$ cat src/rtl/sender_fsm_if.sv
// Handshake bundle for sender_fsm: upstream valid/ready word input plus the
// req/ack/data lines that cross into the receiving clock domain.
interface sender_fsm_if #(
  parameter int DATA_WIDTH = 8
);
  logic                  send_valid;
  logic [DATA_WIDTH-1:0] send_data;
  logic                  send_ready;
  logic                  req_out;
  logic [DATA_WIDTH-1:0] data_out;
  logic                  ack_in;
  logic                  done;
  logic                  proto_err;

  // master is the transmit controller itself; slave is its environment
  modport master (
    input  send_valid, send_data, ack_in,
    output send_ready, req_out, data_out, done, proto_err
  );

  modport slave (
    output send_valid, send_data, ack_in,
    input  send_ready, req_out, data_out, done, proto_err
  );
endinterface

$ cat src/rtl/sender_fsm.sv
// Transmit side of a four-phase req/ack CDC handshake: accepts one word,
// holds it on data_out, raises req_out and waits for the synchronized ack.
module sender_fsm #(
  parameter int DATA_WIDTH  = 8,
  parameter int SYNC_STAGES = 2
) (
  input logic          clk,
  input logic          reset,
  sender_fsm_if.master bus
);

  typedef enum logic [1:0] {
    S_IDLE = 2'd0,
    S_REQ  = 2'd1,
    S_REL  = 2'd2
  } state_t;

  state_t                 state_q, state_d;
  logic [SYNC_STAGES-1:0] sync_q, sync_d;
  logic                   ack_prev_q, ack_prev_d;
  logic                   req_q, req_d;
  logic [DATA_WIDTH-1:0]  data_q, data_d;
  logic                   done_q, done_d;
  logic                   err_q, err_d;
  logic                   ack_sync;
  logic                   send_ready;
  logic                   accept;

  // A high ack_sync in idle is a stale or spurious ack and must block acceptance
  assign ack_sync   = sync_q[SYNC_STAGES-1];
  assign send_ready = (state_q == S_IDLE) && !ack_sync;
  assign accept     = send_ready && bus.send_valid;

  always_ff @(posedge clk or negedge reset) begin
    if (!reset) begin
      state_q    <= S_IDLE;
      sync_q     <= '0;
      ack_prev_q <= 1'b0;
      req_q      <= 1'b0;
      data_q     <= '0;
      done_q     <= 1'b0;
      err_q      <= 1'b0;
    end else begin
      state_q    <= state_d;
      sync_q     <= sync_d;
      ack_prev_q <= ack_prev_d;
      req_q      <= req_d;
      data_q     <= data_d;
      done_q     <= done_d;
      err_q      <= err_d;
    end
  end

  always_comb begin
    state_d = state_q;
    case (state_q)
      S_IDLE:  if (accept)    state_d = S_REQ;
      S_REQ:   if (ack_sync)  state_d = S_REL;
      S_REL:   if (!ack_sync) state_d = S_IDLE;
      default:                state_d = S_IDLE;
    endcase
  end

  // req_out is registered from the next state so it moves on the same edge as the FSM
  always_comb begin
    sync_d     = {sync_q[SYNC_STAGES-2:0], bus.ack_in};
    ack_prev_d = ack_sync;
    req_d      = (state_d == S_REQ);
    data_d     = accept ? bus.send_data : data_q;
    done_d     = (state_q == S_REL) && !ack_sync;
    err_d      = err_q | ((state_q == S_IDLE) && ack_sync && !ack_prev_q);
  end

  assign bus.send_ready = send_ready;
  assign bus.req_out    = req_q;
  assign bus.data_out   = data_q;
  assign bus.done       = done_q;
  assign bus.proto_err  = err_q;

endmodule
$ cat src/flat_wrapper.sv
// flat-port wrapper written by rule: the top's interface ports become plain ports
module sender_fsm_flat 
#(
  parameter int DATA_WIDTH  = 8,
  parameter int SYNC_STAGES = 2
)
  (clk, reset, bus_send_valid, bus_send_data, bus_ack_in, bus_send_ready, bus_req_out, bus_data_out, bus_done, bus_proto_err);
  sender_fsm_if #(.DATA_WIDTH(DATA_WIDTH)) bus_i ();
  input logic clk;
  input logic reset;
  input wire logic [$bits(bus_i.send_valid)-1:0] bus_send_valid;
  input wire logic [$bits(bus_i.send_data)-1:0] bus_send_data;
  input wire logic [$bits(bus_i.ack_in)-1:0] bus_ack_in;
  output wire logic [$bits(bus_i.send_ready)-1:0] bus_send_ready;
  output wire logic [$bits(bus_i.req_out)-1:0] bus_req_out;
  output wire logic [$bits(bus_i.data_out)-1:0] bus_data_out;
  output wire logic [$bits(bus_i.done)-1:0] bus_done;
  output wire logic [$bits(bus_i.proto_err)-1:0] bus_proto_err;
  assign bus_i.send_valid = bus_send_valid;
  assign bus_i.send_data = bus_send_data;
  assign bus_i.ack_in = bus_ack_in;
  assign bus_send_ready = bus_i.send_ready;
  assign bus_req_out = bus_i.req_out;
  assign bus_data_out = bus_i.data_out;
  assign bus_done = bus_i.done;
  assign bus_proto_err = bus_i.proto_err;
  sender_fsm #(.DATA_WIDTH(DATA_WIDTH), .SYNC_STAGES(SYNC_STAGES)) u_core (.clk(clk), .reset(reset), .bus(bus_i));
endmodule
$ cat config.mk
export PLATFORM = sky130hd
export DESIGN_NAME = sender_fsm_flat
export DESIGN_NICKNAME = d
export VERILOG_FILES = /design/src/rtl/sender_fsm_if.sv /design/src/rtl/sender_fsm.sv /design/src/flat_wrapper.sv
export SDC_FILE = /design/constraint.sdc
export NUM_CORES = 1
export LEC_CHECK = 0
export CORE_AREA = 10 10 47 49
export CTS_CLUSTER_SIZE = 16
export DETAILED_ROUTE_END_ITERATION = 10
export DIE_AREA = 0 0 57 59
export DONT_BUFFER_PORTS = 1
export SYNTH_ARGS = -nofsm -noshare
export SYNTH_HDL_FRONTEND = slang
export SYNTH_SLANG_ARGS = --single-unit
$ cat constraint.sdc
create_clock -name clk -period 1.5 [get_ports clk]
set_input_delay 0.15 -clock clk [delete_from_list [all_inputs] [get_ports clk]]
set_output_delay 0.15 -clock clk [all_outputs]
set_load 0.005 [all_outputs]
==> results of run 1 <==
## per-layer routing
layer	track usage (%)	vias to the layer above	share of wire, %
met5	0	-	0
met4	3.36	0	0
met3	8.15	0	17
met2	9.30	19	48
met1	6.30	161	35
li1	-	147	-
## power by group through the flow
stage          clock [mW]  sequential [mW]  combinational [mW]
4_1_cts             0.222            0.578               0.135
3_5_place_dp            0            0.585               0.123
6_report            0.218            0.572               0.140
2_1_floorplan           0            0.559               0.106
3_3_place_gp            0            0.584               0.113
5_1_grt             0.254            0.586               0.157
## Yosys cell counts (all sizes together)
master and number:
dfrtp 16, mux2 8, nor3 3, nor4b 2, and2 1, buf 1
clkbuf 1, nor2 1, nor3b 1, or2 1, xor2 1
## cell usage in the layout, fill, tap and decap left out
master,count
sky130_fd_sc_hd__nor2_1,1
sky130_fd_sc_hd__nor4b_4,1
sky130_fd_sc_hd__and2_1,1
sky130_fd_sc_hd__dlygate4sd3_1,6
sky130_fd_sc_hd__or2_2,1
sky130_fd_sc_hd__mux2_2,8
sky130_fd_sc_hd__xor2_1,1
sky130_fd_sc_hd__buf_4,4
sky130_fd_sc_hd__nor4b_1,1
sky130_fd_sc_hd__nor3_1,3
sky130_fd_sc_hd__dfrtp_1,16
sky130_fd_sc_hd__clkbuf_4,3
sky130_fd_sc_hd__nor3b_1,1
## registers in the layout (all words and copies together), names as in the netlist
| name | cells |
|---|---|
| u_core.ack_prev_q | 1 |
| u_core.bus.done | 1 |
| u_core.bus.data_out | 8 |
| u_core.bus.proto_err | 1 |
| u_core.state_q | 2 |
| u_core.bus.req_out | 1 |
| u_core.sync_q | 2 |
## layout make-up
cell class                 count  area [um2]
timing repair buffer          10        90.1
sequential                    16         400
multi-input combinational     18         170
clock buffer                   3        22.5
fill                         134         698
tap                           16        20.0
## worst paths after layout
path	start	end	slack, ns	cells past startpoint
setup / recovery	u_core.sync_q[1]	u_core.bus.data_out[5]	0.16	3
hold / removal	bus_send_data[3]	u_core.bus.data_out[3]	0.02	1
setup reg to reg	u_core.sync_q[1]	u_core.bus.data_out[5]	0.16	3
hold reg to reg	u_core.sync_q[0]	u_core.sync_q[1]	0.36	0
max in group asynchronous	reset	u_core.bus.data_out[0]	0.70	1
min in group asynchronous	reset	u_core.bus.proto_err	0.36	1
## cell families (layout without fill, tap and decap cells)
logic type	Yosys count	count (layout)
and+or+nand+nor	9	9
buffers and inverters	2	13
muxes	8	8
DFF	16	16
xor gates and xnor gates	1	1
## metrics by stage
| step | utilization, % | area (um2) |
|---|---|---|
| 2_1_floorplan | - | 587 |
| 3_3_place_gp | 44.3 | 621 |
| 3_5_place_dp | 44.3 | 621 |
| 4_1_cts | 47.3 | 663 |
| 5_1_grt | 50.2 | 703 |
| 6_report | 50.2 | 703 |
==> run_summary.xml, run 1 <==
<?xml version="1.0" encoding="UTF-8"?>
<metrics>
  <group name="sta">
    <metric name="rsz0062_at_grt" unit="">no</metric>
    <metric name="holdWs" unit="ns">0.0175</metric>
    <metric name="finalHoldViolations" unit="">0</metric>
    <metric name="worst_case_setup_margin_in_the_final_layout" unit="ns">0.160</metric>
    <metric name="transition_at_the_pin_with_the_smallest_max_transition_slack" unit="ns">0.704</metric>
    <metric name="finalSetupTns" unit="ns">0</metric>
    <metric name="maxSlewHeadroom" unit="%">52.9</metric>
    <metric name="final-max-slew-violation-count" unit="">0</metric>
    <metric name="setup-violations-final" unit="">0</metric>
    <metric name="final_critical_period" unit="ns">1.34</metric>
    <metric name="final_min_period_over_clock_period" unit="%">89.3</metric>
    <metric name="worst_clock_skew_on_the_final_layout" unit="ns">0.00242</metric>
    <metric name="fmax" unit="MHz">746</metric>
  </group>
  <group name="worst_setup_path">
    <metric name="timing.critical_path.slowest_cell_delay" unit="ns">0.41</metric>
    <metric name="crit_buf_inv" unit="">1</metric>
    <metric name="cp_data_required_time" unit="ns">1.67</metric>
    <metric name="crit_family" unit="">flip-flops</metric>
    <metric name="critical_path_arrival" unit="ns">1.51</metric>
    <metric name="worstSetupPathType" unit="">register to register</metric>
    <metric name="critical_path.max_fanout" unit="">8</metric>
    <metric name="cp_cell_sequence" unit="">nor4b_4 &gt; buf_4 &gt; mux2_2</metric>
    <metric name="critPathCaptureType" unit="">register</metric>
    <metric name="slowest_stage" unit="">sky130_fd_sc_hd__dfrtp_1</metric>
    <metric name="start_kind" unit="">register</metric>
  </group>
  <group name="cts">
    <metric name="clock_sinks" unit="">16</metric>
    <metric name="setup_bufs_post_cts" unit="">0</metric>
    <metric name="numCtsBuffers" unit="">3</metric>
    <metric name="cts-hold-fix-buffers" unit="">2</metric>
    <metric name="cts_resized" unit="">0</metric>
    <metric name="cts.path.max_buffers" unit="">2</metric>
    <metric name="clkTransAtPathRegs" unit="ns">0.09</metric>
    <metric name="clock_tree_from_tritoncts" unit="">built</metric>
    <metric name="cts-htree-levels" unit="">1</metric>
    <metric name="clock_latency" unit="ns">0.28</metric>
    <metric name="cts_root_buf" unit="">sky130_fd_sc_hd__clkbuf_4</metric>
  </group>
  <group name="die">
    <metric name="placeableCoreArea" unit="um2">1400</metric>
    <metric name="die_y" unit="um">59</metric>
    <metric name="floorplan.initialDensity" unit="%">41.9</metric>
    <metric name="boundary_pin_count" unit="">24</metric>
    <metric name="die_area" unit="um2">3360</metric>
    <metric name="rows" unit="">14</metric>
    <metric name="die_width" unit="um">57</metric>
  </group>
  <group name="synthesis">
    <metric name="yosysTopAreaCellShare" unit="%">68.2</metric>
    <metric name="combinational_family_with_the_most_area_after_synthesis" unit="">multiplexers</metric>
    <metric name="yosys.area_share.xor_xnor" unit="%">1.49</metric>
    <metric name="ys_warn_count" unit="">0</metric>
    <metric name="synth_area_leader_cell" unit="">sky130_fd_sc_hd__dfrtp_1</metric>
    <metric name="synth-adder-area-share" unit="%">0</metric>
    <metric name="synth-simple-area-share" unit="%">12.2</metric>
    <metric name="synth.lib_cells_used.distinct" unit="">12</metric>
    <metric name="postSynthAreaPerCell" unit="um2">16.3</metric>
    <metric name="synthTopCellsByArea" unit="">sky130_fd_sc_hd__dfrtp_1 68%, sky130_fd_sc_hd__mux2_2 15%, sky130_fd_sc_hd__nor4b_4 4.1%</metric>
    <metric name="synth.cell_area" unit="um2">587</metric>
    <metric name="ys_seq_area_share" unit="%">68.2</metric>
    <metric name="yosys-mux-area-fraction" unit="%">15.4</metric>
    <metric name="synth-compound-area-share" unit="%">0</metric>
    <metric name="postSynthNetCount" unit="">48</metric>
    <metric name="post_synth_inst_count" unit="">36</metric>
    <metric name="synth.ff_latch_count" unit="">16</metric>
  </group>
  <group name="detailed_routing">
    <metric name="dr_total_vias" unit="">327</metric>
    <metric name="route.final.wire_length" unit="mm">1.14</metric>
    <metric name="drcViolationCount" unit="">0</metric>
    <metric name="drtAntennaViolNets" unit="">0</metric>
    <metric name="vias_per_cell" unit="">5.19</metric>
    <metric name="avgRoutedWirePerCell" unit="um">18.0</metric>
    <metric name="detailedRoute.firstIterationViolations" unit="">4</metric>
    <metric name="firstDrtPassIters" unit="">3</metric>
  </group>
  <group name="power">
    <metric name="switching_power" unit="uW">241</metric>
    <metric name="swShare" unit="%">25.9</metric>
    <metric name="vdd.ir_drop.worst" unit="mV">0.695</metric>
    <metric name="power_frac_seq" unit="%">61.5</metric>
    <metric name="combinationalPowerShare" unit="%">15.1</metric>
    <metric name="power_report.internal_total" unit="uW">690</metric>
    <metric name="pwr-share-clk" unit="%">23.4</metric>
    <metric name="tot_pwr" unit="uW">931</metric>
    <metric name="p_leak" unit="nW">0.306</metric>
    <metric name="areal_power_density_over_the_cells" unit="nW/um2">1320</metric>
  </group>
  <group name="place">
    <metric name="number_of_input_and_output_port_buffers_inserted" unit="">0</metric>
    <metric name="dp_worst_setup_slack" unit="ns">0.158</metric>
    <metric name="globalplace.congestion" unit="">0.805</metric>
    <metric name="dpl.hpwl" unit="um">883</metric>
    <metric name="dpl_cells" unit="">54</metric>
  </group>
  <group name="flow_run">
    <metric name="cap_viol_max_count" unit="">0</metric>
  </group>
  <group name="global_route">
    <metric name="first_pass_grt_wire_length" unit="mm">1.79</metric>
    <metric name="first_global_vias" unit="">362</metric>
    <metric name="grt.total_usage" unit="%">6.97</metric>
    <metric name="globalRouteOverflowTotal" unit="">0</metric>
    <metric name="pin_count_of_the_biggest_net_entering_global_routing" unit="">17</metric>
    <metric name="grt_antenna_before_repair" unit="">0</metric>
  </group>
  <group name="layout">
    <metric name="nNetsFinal" unit="">61</metric>
    <metric name="layout-drive-gt1-share" unit="%">36.2</metric>
    <metric name="antenna_cells_inserted" unit="">0</metric>
    <metric name="final_cells" unit="">63</metric>
    <metric name="area_delta_synth_final" unit="%">19.8</metric>
  </group>
  <group name="outcome">
    <metric name="outcome" unit="">finished, final reports clean</metric>
  </group>
  <group name="min_path">
    <metric name="hold_class" unit="">input pin to register</metric>
  </group>
</metrics>
(Power assumes the default switching activity.)
==> run 2, diff against run 1 <==
--- a/config.mk
+++ b/config.mk
@@ -10,6 +10,7 @@
 export DETAILED_ROUTE_END_ITERATION = 10
 export DIE_AREA = 0 0 57 59
 export DONT_BUFFER_PORTS = 1
+export PLACE_DENSITY = 0.71
 export SYNTH_ARGS = -nofsm -noshare
 export SYNTH_HDL_FRONTEND = slang
 export SYNTH_SLANG_ARGS = --single-unit
==> run_summary.xml, run 2 (same netlist as run 1, synthesis figures left out) <==
<?xml version="1.0" encoding="UTF-8"?>
<metrics>
  <group name="worst_setup_path">
    <metric name="critical_path.max_fanout" unit="">8</metric>
    <metric name="worstSetupPathType" unit="">register to register</metric>
    <metric name="reg2reg_depth" unit="">3</metric>
    <metric name="start_kind" unit="">register</metric>
    <metric name="cp_data_required_time" unit="ns">1.68</metric>
    <metric name="critPathCaptureType" unit="">register</metric>
    <metric name="critical_path_arrival" unit="ns">1.54</metric>
  </group>
  <group name="place">
    <metric name="globalplace.congestion" unit="">0.808</metric>
    <metric name="number_of_input_and_output_port_buffers_inserted" unit="">0</metric>
    <metric name="dp_worst_setup_slack" unit="ns">0.149</metric>
    <metric name="dpl.hpwl" unit="um">863</metric>
  </group>
  <group name="detailed_routing">
    <metric name="drcViolationCount" unit="">0</metric>
    <metric name="route.final.wire_length" unit="mm">1.19</metric>
    <metric name="avgRoutedWirePerCell" unit="um">19.3</metric>
    <metric name="detailedRoute.firstIterationViolations" unit="">2</metric>
    <metric name="dr_total_vias" unit="">326</metric>
    <metric name="vias_per_cell" unit="">5.26</metric>
    <metric name="drtAntennaViolNets" unit="">0</metric>
    <metric name="firstDrtPassIters" unit="">4</metric>
  </group>
  <group name="power">
    <metric name="vdd.ir_drop.worst" unit="mV">0.843</metric>
    <metric name="p_leak" unit="nW">0.304</metric>
    <metric name="areal_power_density_over_the_cells" unit="nW/um2">1420</metric>
  </group>
  <group name="global_route">
    <metric name="grt_antenna_before_repair" unit="">0</metric>
    <metric name="pin_count_of_the_biggest_net_entering_global_routing" unit="">17</metric>
    <metric name="grt.total_usage" unit="%">7.41</metric>
    <metric name="grtUsageMet2" unit="%">11.2</metric>
    <metric name="globalRouteOverflowTotal" unit="">0</metric>
    <metric name="grt.busiest_layer" unit="">met2</metric>
    <metric name="grtUsageMet3" unit="%">3.86</metric>
    <metric name="use_met1" unit="%">7.54</metric>
    <metric name="first_global_vias" unit="">369</metric>
    <metric name="first_pass_grt_wire_length" unit="mm">1.94</metric>
  </group>
  <group name="flow_run">
    <metric name="cap_viol_max_count" unit="">0</metric>
  </group>
  <group name="layout">
    <metric name="antenna_cells_inserted" unit="">0</metric>
    <metric name="area_delta_synth_final" unit="%">18.8</metric>
    <metric name="fillCellCount" unit="">123</metric>
    <metric name="multi_input_comb_area" unit="um2">170</metric>
    <metric name="area.sequential" unit="um2">400</metric>
    <metric name="nNetsFinal" unit="">59</metric>
    <metric name="largest_register_ffs" unit="">8</metric>
    <metric name="layout-drive-gt1-share" unit="%">39.1</metric>
    <metric name="layout_common_cells" unit="">16 x sky130_fd_sc_hd__dfrtp_1, 8 x sky130_fd_sc_hd__mux2_2, 4 x sky130_fd_sc_hd__dlygate4sd3_1, 4 x sky130_fd_sc_hd__buf_4</metric>
    <metric name="layout.cells.most_common" unit="">sky130_fd_sc_hd__dfrtp_1</metric>
  </group>
  <group name="cts">
    <metric name="clock_sinks" unit="">16</metric>
    <metric name="cts_root_buf" unit="">sky130_fd_sc_hd__clkbuf_4</metric>
    <metric name="clock_latency" unit="ns">0.29</metric>
    <metric name="clock_tree_from_tritoncts" unit="">built</metric>
    <metric name="cts-htree-levels" unit="">1</metric>
    <metric name="numCtsBuffers" unit="">3</metric>
    <metric name="cts.path.max_buffers" unit="">2</metric>
    <metric name="cts_resized" unit="">0</metric>
    <metric name="setup_bufs_post_cts" unit="">0</metric>
    <metric name="clkTransAtPathRegs" unit="ns">0.09</metric>
  </group>
  <group name="sta">
    <metric name="setup-violations-final" unit="">0</metric>
    <metric name="worst_case_setup_margin_in_the_final_layout" unit="ns">0.135</metric>
    <metric name="final-max-slew-violation-count" unit="">0</metric>
    <metric name="final_min_period_over_clock_period" unit="%">91.0</metric>
    <metric name="finalSetupTns" unit="ns">0</metric>
    <metric name="final_critical_period" unit="ns">1.36</metric>
    <metric name="finalHoldViolations" unit="">0</metric>
    <metric name="fmax" unit="MHz">733</metric>
    <metric name="maxSlewHeadroom" unit="%">52.5</metric>
    <metric name="worst_clock_skew_on_the_final_layout" unit="ns">0.00449</metric>
    <metric name="transition_at_the_pin_with_the_smallest_max_transition_slack" unit="ns">0.709</metric>
    <metric name="holdWs" unit="ns">0.00791</metric>
    <metric name="rsz0062_at_grt" unit="">no</metric>
  </group>
  <group name="die">
    <metric name="die_area" unit="um2">3360</metric>
    <metric name="floorplan.initialDensity" unit="%">41.9</metric>
    <metric name="boundary_pin_count" unit="">24</metric>
    <metric name="die_width" unit="um">57</metric>
    <metric name="die_y" unit="um">59</metric>
    <metric name="placeableCoreArea" unit="um2">1400</metric>
    <metric name="rows" unit="">14</metric>
  </group>
  <group name="min_path">
    <metric name="min_path_cells" unit="">1</metric>
    <metric name="hold_class" unit="">input pin to register</metric>
  </group>
  <group name="outcome">
    <metric name="outcome" unit="">finished, final reports clean</metric>
  </group>
</metrics>
[run 2: changes by cell type in the layout (fill, tap and decap cells not counted)]
cell                            before  now
sky130_fd_sc_hd__clkbuf_8            0    1
sky130_fd_sc_hd__dlygate4sd3_1       6    4
[run 2: final timing paths]
kind                                          end             start  slack (ns)
hold / removal             u_core.bus.data_out[6]  bus_send_data[6]       0.008
hold reg to reg                  u_core.sync_q[1]  u_core.sync_q[0]        0.35
max in group asynchronous  u_core.bus.data_out[7]             reset        0.70
min in group asynchronous    u_core.bus.proto_err             reset        0.35
setup reg to reg           u_core.bus.data_out[5]  u_core.sync_q[1]        0.14
setup / recovery           u_core.bus.data_out[5]  u_core.sync_q[1]        0.14
[run 2: cell type report]
type / count / share of cell area, %
flip-flops and latches: 16 / 57.5
multi-input cells: 18 / 24.4
repair buffers: 8 / 10.1
clock buffers: 4 / 5.21
well taps: 16 / 2.87
[run 2: stage by stage]
stage	power [mW]	util [%]	area, um2	std cells
6_report	0.989	49.7	697	62
3_3_place_gp	0.695	44.3	621	54
3_5_place_dp	0.706	44.3	621	54
2_1_floorplan	0.665	-	587	36
4_1_cts	1.00	48.3	677	60
5_1_grt	1.04	49.7	697	62
[run 2: repair_timing]
item / CTS / global route
endpoints found under the hold margin: 17 / 2
endpoints found under the setup margin: 0 / 0
hold buffers: 2 / 2
[run 2: worst max-delay path, stage by stage (launching register included)]
cell and delay [ns]:
sky130_fd_sc_hd__dfrtp_1 0.42, sky130_fd_sc_hd__nor4b_4 0.28, sky130_fd_sc_hd__buf_4 0.21, sky130_fd_sc_hd__mux2_2 0.34
[run 2: report_power, final]
| part | leakage, nW | switching (mW) | internal (mW) |
|---|---|---|---|
| Clock | 0.0210 | 0.135 | 0.148 |
| Combinational | 0.0933 | 0.0516 | 0.0841 |
| Sequential | 0.190 | 0.0618 | 0.509 |
[run 2: per-layer routing]
layer / share of wire, % / routed length [um]
met5: 0 / 0
met2: 47 / 565
met4: 3.2 / 38
met3: 12 / 145
met1: 37 / 445
==> run 3, diff against run 2 <==
--- a/config.mk
+++ b/config.mk
@@ -14,3 +14,4 @@
 export SYNTH_ARGS = -nofsm -noshare
 export SYNTH_HDL_FRONTEND = slang
 export SYNTH_SLANG_ARGS = --single-unit
+export TNS_END_PERCENT = 50
==> results of run 3 <==
No change in the layout: final DEF, timing and power equal those of run 2.
